[config.mk]
export PLATFORM = sky130hd
export DESIGN_NAME = wmem_rd_ctrl
export DESIGN_NICKNAME = d
export VERILOG_FILES = /design/src/rtl/wmem_rd_ctrl.sv
export SDC_FILE = /design/constraint.sdc
export NUM_CORES = 1
export LEC_CHECK = 0
export CAP_MARGIN = 25
export CORE_MARGIN = 3
export CORE_UTILIZATION = 58
export DETAILED_ROUTE_END_ITERATION = 16
export PLACE_DENSITY = 0.86
export RECOVER_POWER = 100
export SKIP_CTS_REPAIR_TIMING = 1
export SLEW_MARGIN = 20
export SYNTH_ARGS = -nofsm -noshare
export SYNTH_HDL_FRONTEND = slang
export SYNTH_SLANG_ARGS = --single-unit
[constraint.sdc]
create_clock -name i_clk -period 3.79 [get_ports i_clk]
set_clock_uncertainty 0.05 [all_clocks]
set_input_delay 0.379 -clock i_clk [delete_from_list [all_inputs] [get_ports i_clk]]
set_output_delay 0.379 -clock i_clk [all_outputs]
set_load 0.01 [all_outputs]
[src/rtl/wmem_rd_ctrl.sv]
// wmem_rd_ctrl: reads a run of consecutive rows from the weight memory and
// streams them out through a valid/ready port.
//
// The memory returns data one cycle after the address is issued, and it cannot
// serve a read while its write port is busy. Each read that is issued lands in a
// small 3-entry FIFO. Reads are throttled so that every row in flight always has
// a FIFO slot waiting for it, which means a stalled consumer can never cause an
// overflow.
//
// Ports:
//   i_clk, i_rst_n    clock (rising edge), asynchronous active-low reset
//   i_start           start a job with i_base_addr / i_row_cnt (ignored when busy)
//   i_wr_busy         memory write port active; no read may be issued this cycle
//   o_mem_rd_en/addr  memory read request; data returns on i_mem_rd_data next cycle
//   o_row_*           output row stream; o_row_last tags the final row of the job
//   i_row_ready       consumer ready
//   o_busy            job in progress (RUN or DRAIN)
//   o_done            one-cycle pulse at job completion
module wmem_rd_ctrl #(
  parameter int DATA_WIDTH    = 8,
  parameter int ROW_NUM       = 6,
  parameter int ADDR_WIDTH    = 7,
  parameter int ROW_WGT_WIDTH = DATA_WIDTH * ROW_NUM
) (
  input  logic                     i_clk,
  input  logic                     i_rst_n,
  input  logic                     i_start,
  input  logic [ADDR_WIDTH-1:0]    i_base_addr,
  input  logic [ADDR_WIDTH-1:0]    i_row_cnt,
  input  logic                     i_wr_busy,
  output logic                     o_mem_rd_en,
  output logic [ADDR_WIDTH-1:0]    o_mem_rd_addr,
  input  logic [ROW_WGT_WIDTH-1:0] i_mem_rd_data,
  output logic [ROW_WGT_WIDTH-1:0] o_row_data,
  output logic                     o_row_valid,
  input  logic                     i_row_ready,
  output logic                     o_row_last,
  output logic                     o_busy,
  output logic                     o_done
);

  localparam logic [1:0] S_IDLE  = 2'd0;
  localparam logic [1:0] S_RUN   = 2'd1;
  localparam logic [1:0] S_DRAIN = 2'd2;

  logic [1:0]               state_q;
  logic [ADDR_WIDTH-1:0]    addr_q;
  logic [ADDR_WIDTH-1:0]    rem_q;        // reads still to issue
  logic                     pend_q;       // read issued last cycle, data on the bus now
  logic                     pend_last_q;  // that read was the job's final row
  logic [ROW_WGT_WIDTH-1:0] fifo_data [3];
  logic [2:0]               fifo_last;
  logic [1:0]               wr_ptr, rd_ptr, fifo_cnt;
  logic                     done_q;

  logic push, pop, drain_done, rem_one;

  function automatic logic [1:0] ptr_inc(input logic [1:0] p);
    return (p == 2'd2) ? 2'd0 : p + 2'd1;
  endfunction

  // Outstanding rows (stored + in flight) must stay below the FIFO depth
  // before another read may be issued.
  assign o_mem_rd_en   = (state_q == S_RUN) && !i_wr_busy &&
                         ({1'b0, fifo_cnt} + {2'b00, pend_q} < 3'd3);
  assign o_mem_rd_addr = addr_q;

  assign push    = pend_q;
  assign pop     = (fifo_cnt != 2'd0) && i_row_ready;
  assign rem_one = (rem_q == ADDR_WIDTH'(1));

  // No more reads will arrive in DRAIN. Once nothing is in flight and the
  // FIFO empties this cycle, the job is finished. Finishing here lets o_done
  // appear in the cycle right after the final handshake.
  assign drain_done = (state_q == S_DRAIN) && !pend_q &&
                      ((fifo_cnt == 2'd0) || (fifo_cnt == 2'd1 && pop));

  assign o_row_valid = (fifo_cnt != 2'd0);
  assign o_row_data  = fifo_data[rd_ptr];
  assign o_row_last  = fifo_last[rd_ptr] && o_row_valid;
  assign o_busy      = (state_q != S_IDLE);
  assign o_done      = done_q;

  always_ff @(posedge i_clk or negedge i_rst_n) begin
    if (!i_rst_n) begin
      state_q     <= S_IDLE;
      addr_q      <= '0;
      rem_q       <= '0;
      pend_q      <= 1'b0;
      pend_last_q <= 1'b0;
      done_q      <= 1'b0;
    end else begin
      pend_q      <= o_mem_rd_en;
      pend_last_q <= o_mem_rd_en && rem_one;
      done_q      <= drain_done ||
                     (state_q == S_IDLE && i_start && i_row_cnt == '0);
      case (state_q)
        S_IDLE: begin
          if (i_start && i_row_cnt != '0) begin
            addr_q  <= i_base_addr;
            rem_q   <= i_row_cnt;
            state_q <= S_RUN;
          end
        end
        S_RUN: begin
          if (o_mem_rd_en) begin
            addr_q <= addr_q + ADDR_WIDTH'(1);  // wraps naturally at 2^ADDR_WIDTH
            rem_q  <= rem_q - ADDR_WIDTH'(1);
            if (rem_one) state_q <= S_DRAIN;
          end
        end
        S_DRAIN: begin
          if (drain_done) state_q <= S_IDLE;
        end
        default: state_q <= S_IDLE;
      endcase
    end
  end

  always_ff @(posedge i_clk or negedge i_rst_n) begin
    if (!i_rst_n) begin
      for (int i = 0; i < 3; i++) fifo_data[i] <= '0;
      fifo_last <= '0;
      wr_ptr    <= '0;
      rd_ptr    <= '0;
      fifo_cnt  <= '0;
    end else begin
      if (push) begin
        fifo_data[wr_ptr] <= i_mem_rd_data;
        fifo_last[wr_ptr] <= pend_last_q;
        wr_ptr            <= ptr_inc(wr_ptr);
      end
      if (pop) rd_ptr <= ptr_inc(rd_ptr);
      case ({push, pop})
        2'b10:   fifo_cnt <= fifo_cnt + 2'd1;
        2'b01:   fifo_cnt <= fifo_cnt - 2'd1;
        default: fifo_cnt <= fifo_cnt;
      endcase
    end
  end

endmodule
* Yosys cells after proc, flatten, opt, wreduce, memory -nomap -nowiden
Index checks and enable logic that the tools add are counted.
Operators by class: $lt $le $gt $ge 7, add/subtract/negate cells 7, reductions and logical operators 27, equal/unequal tests 12, multiplexer cells 25, bitwise logic cells 2
Operator list (number):
- $bwmux W144 | 1
- $mux W48 | 3
- $bmux W48 S2 | 1
- $demux W48 S2 | 1
- $mux W7 | 4
- $pmux W7 S2 | 2
- $logic_and A1 B1 Y1 | 13
- $mux W2 | 6
- $eq A2 B2 Y1 const B | 4
- $reduce_bool A2 Y1 | 4
- $add A7 B1 Y7 const B | 1
- $eq A7 B1 Y1 const B | 1
- $logic_not A7 Y1 | 1
- $reduce_bool A7 Y1 | 1
- $sub A7 B1 Y7 const B | 1
- $add A2 B1 Y2 const B | 3
- $eq A2 B1 Y1 const B | 3
- $ge A3 B3 Y1 const B | 2
- $lt A2 B3 Y1 const B | 2
- $ne A2 B2 Y1 const B | 3
- $not A2 Y3 | 2
- $pmux W2 S3 | 1
- $logic_not A2 Y1 | 2
- $pmux W2 S2 | 1
- other kinds (14) | 17
Storage, ports and cells: register bits 172, output and inout bits 60, word-level logic and storage cells 93

* Longest topological paths before layout
depth in word-level cells 7, mapped depth 7

* Worst setup path after synthesis
OpenSTA, ideal clock, no wires.
path kind register to register, from reg fifo_cnt[0], to reg rem_q[6], clock period less this slack 1.907 ns, setup time 0.139 ns, arrival 1.717 ns, stages on the path, launching flop included 8, path buffers 1, slack 1.883 ns, cells stage by stage dfrtp_1 > ha_1 > ha_1 > a211oi_1 > nand2_1 > buf_2 > o311ai_0 > o21ai_0
Between the ends: longest elaborated chain between the ends 5
RTL lines:
- start: declaration | line 53 | logic [1:0] wr_ptr, rd_ptr, fifo_cnt;
- start signal: assignment | line 135 | 2'b10: fifo_cnt <= fifo_cnt + 2'd1;
- start signal: assignment | line 136 | 2'b01: fifo_cnt <= fifo_cnt - 2'd1;
- start signal: assignment | line 137 | default: fifo_cnt <= fifo_cnt;
- $add A2 B1 Y3 | line 65 | ({1'b0, fifo_cnt} + {2'b00, pend_q} < 3'd3);
- $lt A3 B2 Y1 | line 65
- $logic_and A1 B1 Y1 | line 64 | assign o_mem_rd_en = (state_q == S_RUN) && !i_wr_busy &&
- $ne A2 B2 Y1 (no source line)
- $reduce_and A3 Y1 (no source line)
- end signal: assignment | line 101 | rem_q <= i_row_cnt;
- end signal: assignment | line 108 | rem_q <= rem_q - ADDR_WIDTH'(1);
- end: declaration | line 48 | logic [ADDR_WIDTH-1:0] rem_q;
Every way passes these cells. A chain may end at the register's enable or synchronous reset.

* Worst setup path in the final report
from reg rd_ptr[0], to out o_row_data[34]
Between the ends: longest elaborated chain between the ends 4
RTL lines:
- start: declaration | line 53
- start signal: assignment | line 133 | if (pop) rd_ptr <= ptr_inc(rd_ptr);
- $not A2 Y3 (not written as such) | line 79 | assign o_row_data = fifo_data[rd_ptr];
- $bmux W48 S2 | line 79
- $mux W48 (not written as such) (2 in series) | line 79
- end: declaration | line 34 | output logic [ROW_WGT_WIDTH-1:0] o_row_data,
Every way passes these cells. The select of a mux whose other input is x is not followed.

==> impl_metrics.json <==
{
  "grt_use_total": 0.238,
  "p_seq_frac": 0.384,
  "p_int_uw": 5980,
  "ys_seq_area_frac": 0.554,
  "final_max_slew_viol_count": 118,
  "max_stage_delay_ns": 1.07,
  "slowest_stage": "dfrtp_4",
  "area_growth_pct": 25.9,
  "routed_wl_um": 17000,
  "start_kind": "flip-flop",
  "start_util": 0.604,
  "outcome": "complete, but fails checks",
  "post_synth_num_cell_types": 35,
  "power_density_nw_per_um2": 915,
  "crit_arrival_ns": 2.97,
  "place_congestion": 0.867,
  "die-area_um2": 14800,
  "hpwl_um": 11100,
  "core-area_um2": 12900,
  "endpoint": "o_row_data[34]",
  "min_period_ns": 3.40,
  "grt_pass1_vias": 5608,
  "syn_inst": 619,
  "fin_crit_sh": 0.897,
  "cts-root-buf": "clkbuf_16",
  "antenna_found_initial": 0,
  "p_leak_uw": 0.00419,
  "hold_path_class": "flip-flop to flip-flop",
  "clkPwrFrac": 0.201,
  "grt_pass1_wl_um": 27700,
  "p_comb_frac": 0.416,
  "crit_fanout": 53,
  "routed-via-count": 5323,
  "critPathCaptureType": "output port",
  "cp.buffers_inverters": 2,
  "fin_nets": 814,
  "cap_violations": 4,
  "yosys.area.top_type": "dfrtp_1",
  "wire_per_inst_um": 18.4,
  "r2r_cells": 3,
  "drc": 0,
  "tightest_slew_ns": 1.98,
  "synth_top_area_frac": 0.554,
  "required_ns": 3.36,
  "cts.sinks": 172,
  "fin_tns_setup_ns": 0,
  "rows": 41,
  "async_flop_share": 1.00,
  "drt_iter0_markers": 339,
  "die_x_um": 122,
  "post_drt_via_cell_ratio": 5.77,
  "crit_chain": "nor2b_1 -> clkbuf_2 -> nand2_1 -> o21ai_0 -> dlygate4sd3_1",
  "yosysWarnings": 0,
  "final-setup-viol-count": 0,
  "power_switching_uw": 2970,
  "grt_start_max_net_pins": 110,
  "ys_ff_latch": 172,
  "fin_util": 0.760,
  "path_delay_family": "flip-flops",
  "drive_gt1_frac": 0.249,
  "path_clk_slew_ns": 0.06,
  "synth_nets": 694,
  "drtPass1Iterations": 6,
  "grt_overflow": 0,
  "cp.depth": 5,
  "portBuffers": 126,
  "syn_area_um2": 7770,
  "violations": "max-capacitance violations, max-slew violations",
  "finalHoldViolations": 0,
  "htreeDepth": 4,
  "die_y_um": 122,
  "reg2reg_to": "fifo_data[61]",
  "fmax_mhz": 294,
  "reg2reg_slack_ns": 0.86,
  "critical_path_class": "flip-flop to output port",
  "diodes": 0,
  "hold_ws_ns": 0.452,
  "switching_share": 0.331,
  "rsz0062_at_grt": "no",
  "pin_count": 127,
  "r2r-start": "wr_ptr[0]",
  "cp-startpoint": "rd_ptr[0]",
  "synthTopCellsByArea": "dfrtp_1 (55%), mux2_2 (21%), mux2i_1 (6.7%), o21ai_0 (4.1%), nand2_1 (2.9%)",
  "cts_tree": "built",
  "cts_buffer_depth": 2,
  "cts_inserted_buffers": 17,
  "slew_headroom": -0.320,
  "synth_edf_count": 0,
  "clock_latency_ns": 0.42,
  "ys.flop_type": "dfrtp_1",
  "synth.avg_cell_area_um2": 12.6,
  "ir_drop_mv": 0.506,
  "antenna_left": 0
}
## routing by layer
layer / part of all wire / GRT usage
met5: 0 / 0
met4: 0.013 / 0.0749
met3: 0.052 / 0.0455
met2: 0.50 / 0.401
met1: 0.43 / 0.315
## Yosys cell counts, drive strengths merged, types with 6 or more instances
cell    instances
a21oi          14
buf            25
clkbuf         12
dfrtp         172
ha              8
inv             9
mux2          148
mux2i          52
nand2          61
nor2            6
nor3            6
o21ai          63
## cell usage in the layout (no fill, tap or decap), types with 4 or more instances in the layout
master,synthesis,final
clkbuf_16,0,17
ha_1,8,8
o22ai_1,5,5
nor3_1,6,6
clkbuf_1,12,9
nor4_1,4,4
bufinv_16,0,4
clkdlybuf4s50_1,0,69
inv_1,9,9
nand2_1,61,61
mux2i_1,52,52
clkinv_2,0,4
a21oi_1,13,13
mux2_2,148,148
nand3_1,5,5
nor2_1,6,6
dfrtp_1,172,171
dlygate4sd3_1,0,57
o21ai_0,63,63
## stage by stage
stage / setup WS, ns / area, um2 / total power, uW / instances
global route: 0.247 / 9790 / 9510 / 922
global placement: 1.06 / 9190 / 7170 / 890
detailed placement: 1.07 / 9190 / 7380 / 890
floorplan: 1.88 / 7770 / 5640 / 619
finish: 0.392 / 9790 / 8950 / 922
CTS: 0.593 / 9800 / 9220 / 920
## flip-flops by register name (all words and copies together), names as in the netlist, 2 cells and up
register	count
rem_q	7
fifo_cnt	2
fifo_last	3
wr_ptr	2
state_q	2
rd_ptr	2
o_mem_rd_addr	7
fifo_data	144
## how the worst min path moves through the flow
| stage | start | endpoint | cells past startpoint |
|---|---|---|---|
| 6_report | pend_q | wr_ptr[1] | 1 |
| 5_1_grt | fifo_data[128] | fifo_data[128] | 1 |
| 4_1_cts | i_rst_n | fifo_data[60] | 1 |
| 3_5_place_dp | fifo_data[84] | fifo_data[84] | 1 |
| 3_3_place_gp | fifo_data[28] | fifo_data[28] | 1 |
| 2_1_floorplan | i_rst_n | fifo_cnt[0] | 0 |
## power groups by stage
| stage | clock network (uW) | logic (uW) | registers [uW] |
|---|---|---|---|
| global route | 1900 | 4050 | 3560 |
| detailed placement | 0 | 3920 | 3460 |
| floorplan | 0 | 2490 | 3150 |
| finish | 1800 | 3720 | 3430 |
| global placement | 0 | 3790 | 3380 |
| CTS | 1830 | 3950 | 3440 |
## area by class of cell
class	count	area [um2]
Clock buffer	22	474
Clock inverter	8	140
Fill cell	806	3090
Inverter	9	33.8
Multi-Input combinational cell	401	3260
Sequential cell	172	4310
Tap cell	172	215
Timing Repair Buffer	138	1360
## kinds of logic (layout without fill, tap and decap cells)
kind of cell,count (synthesis),after routing,share of synthesized area
AO/OA/AOI/OAI,95,95,0.0678
XOR/XNOR,2,2,0.00225
adder cells (fa/ha/maj),8,8,0.0129
buffers and inverters,46,177,0.0267
flip-flops,172,172,0.554
multiplexers,200,200,0.281
AND/OR/NAND/NOR,96,96,0.0551
## worst register-to-register path: cells and delay by family (launching register included)
kind | cells | cell delay, ns
buffers and inverters | 1 | 0.67
DFF | 1 | 0.41
muxes | 1 | 0.42
and+or+nand+nor | 1 | 1.27
No activity file was read; power rests on OpenSTA's default activity.
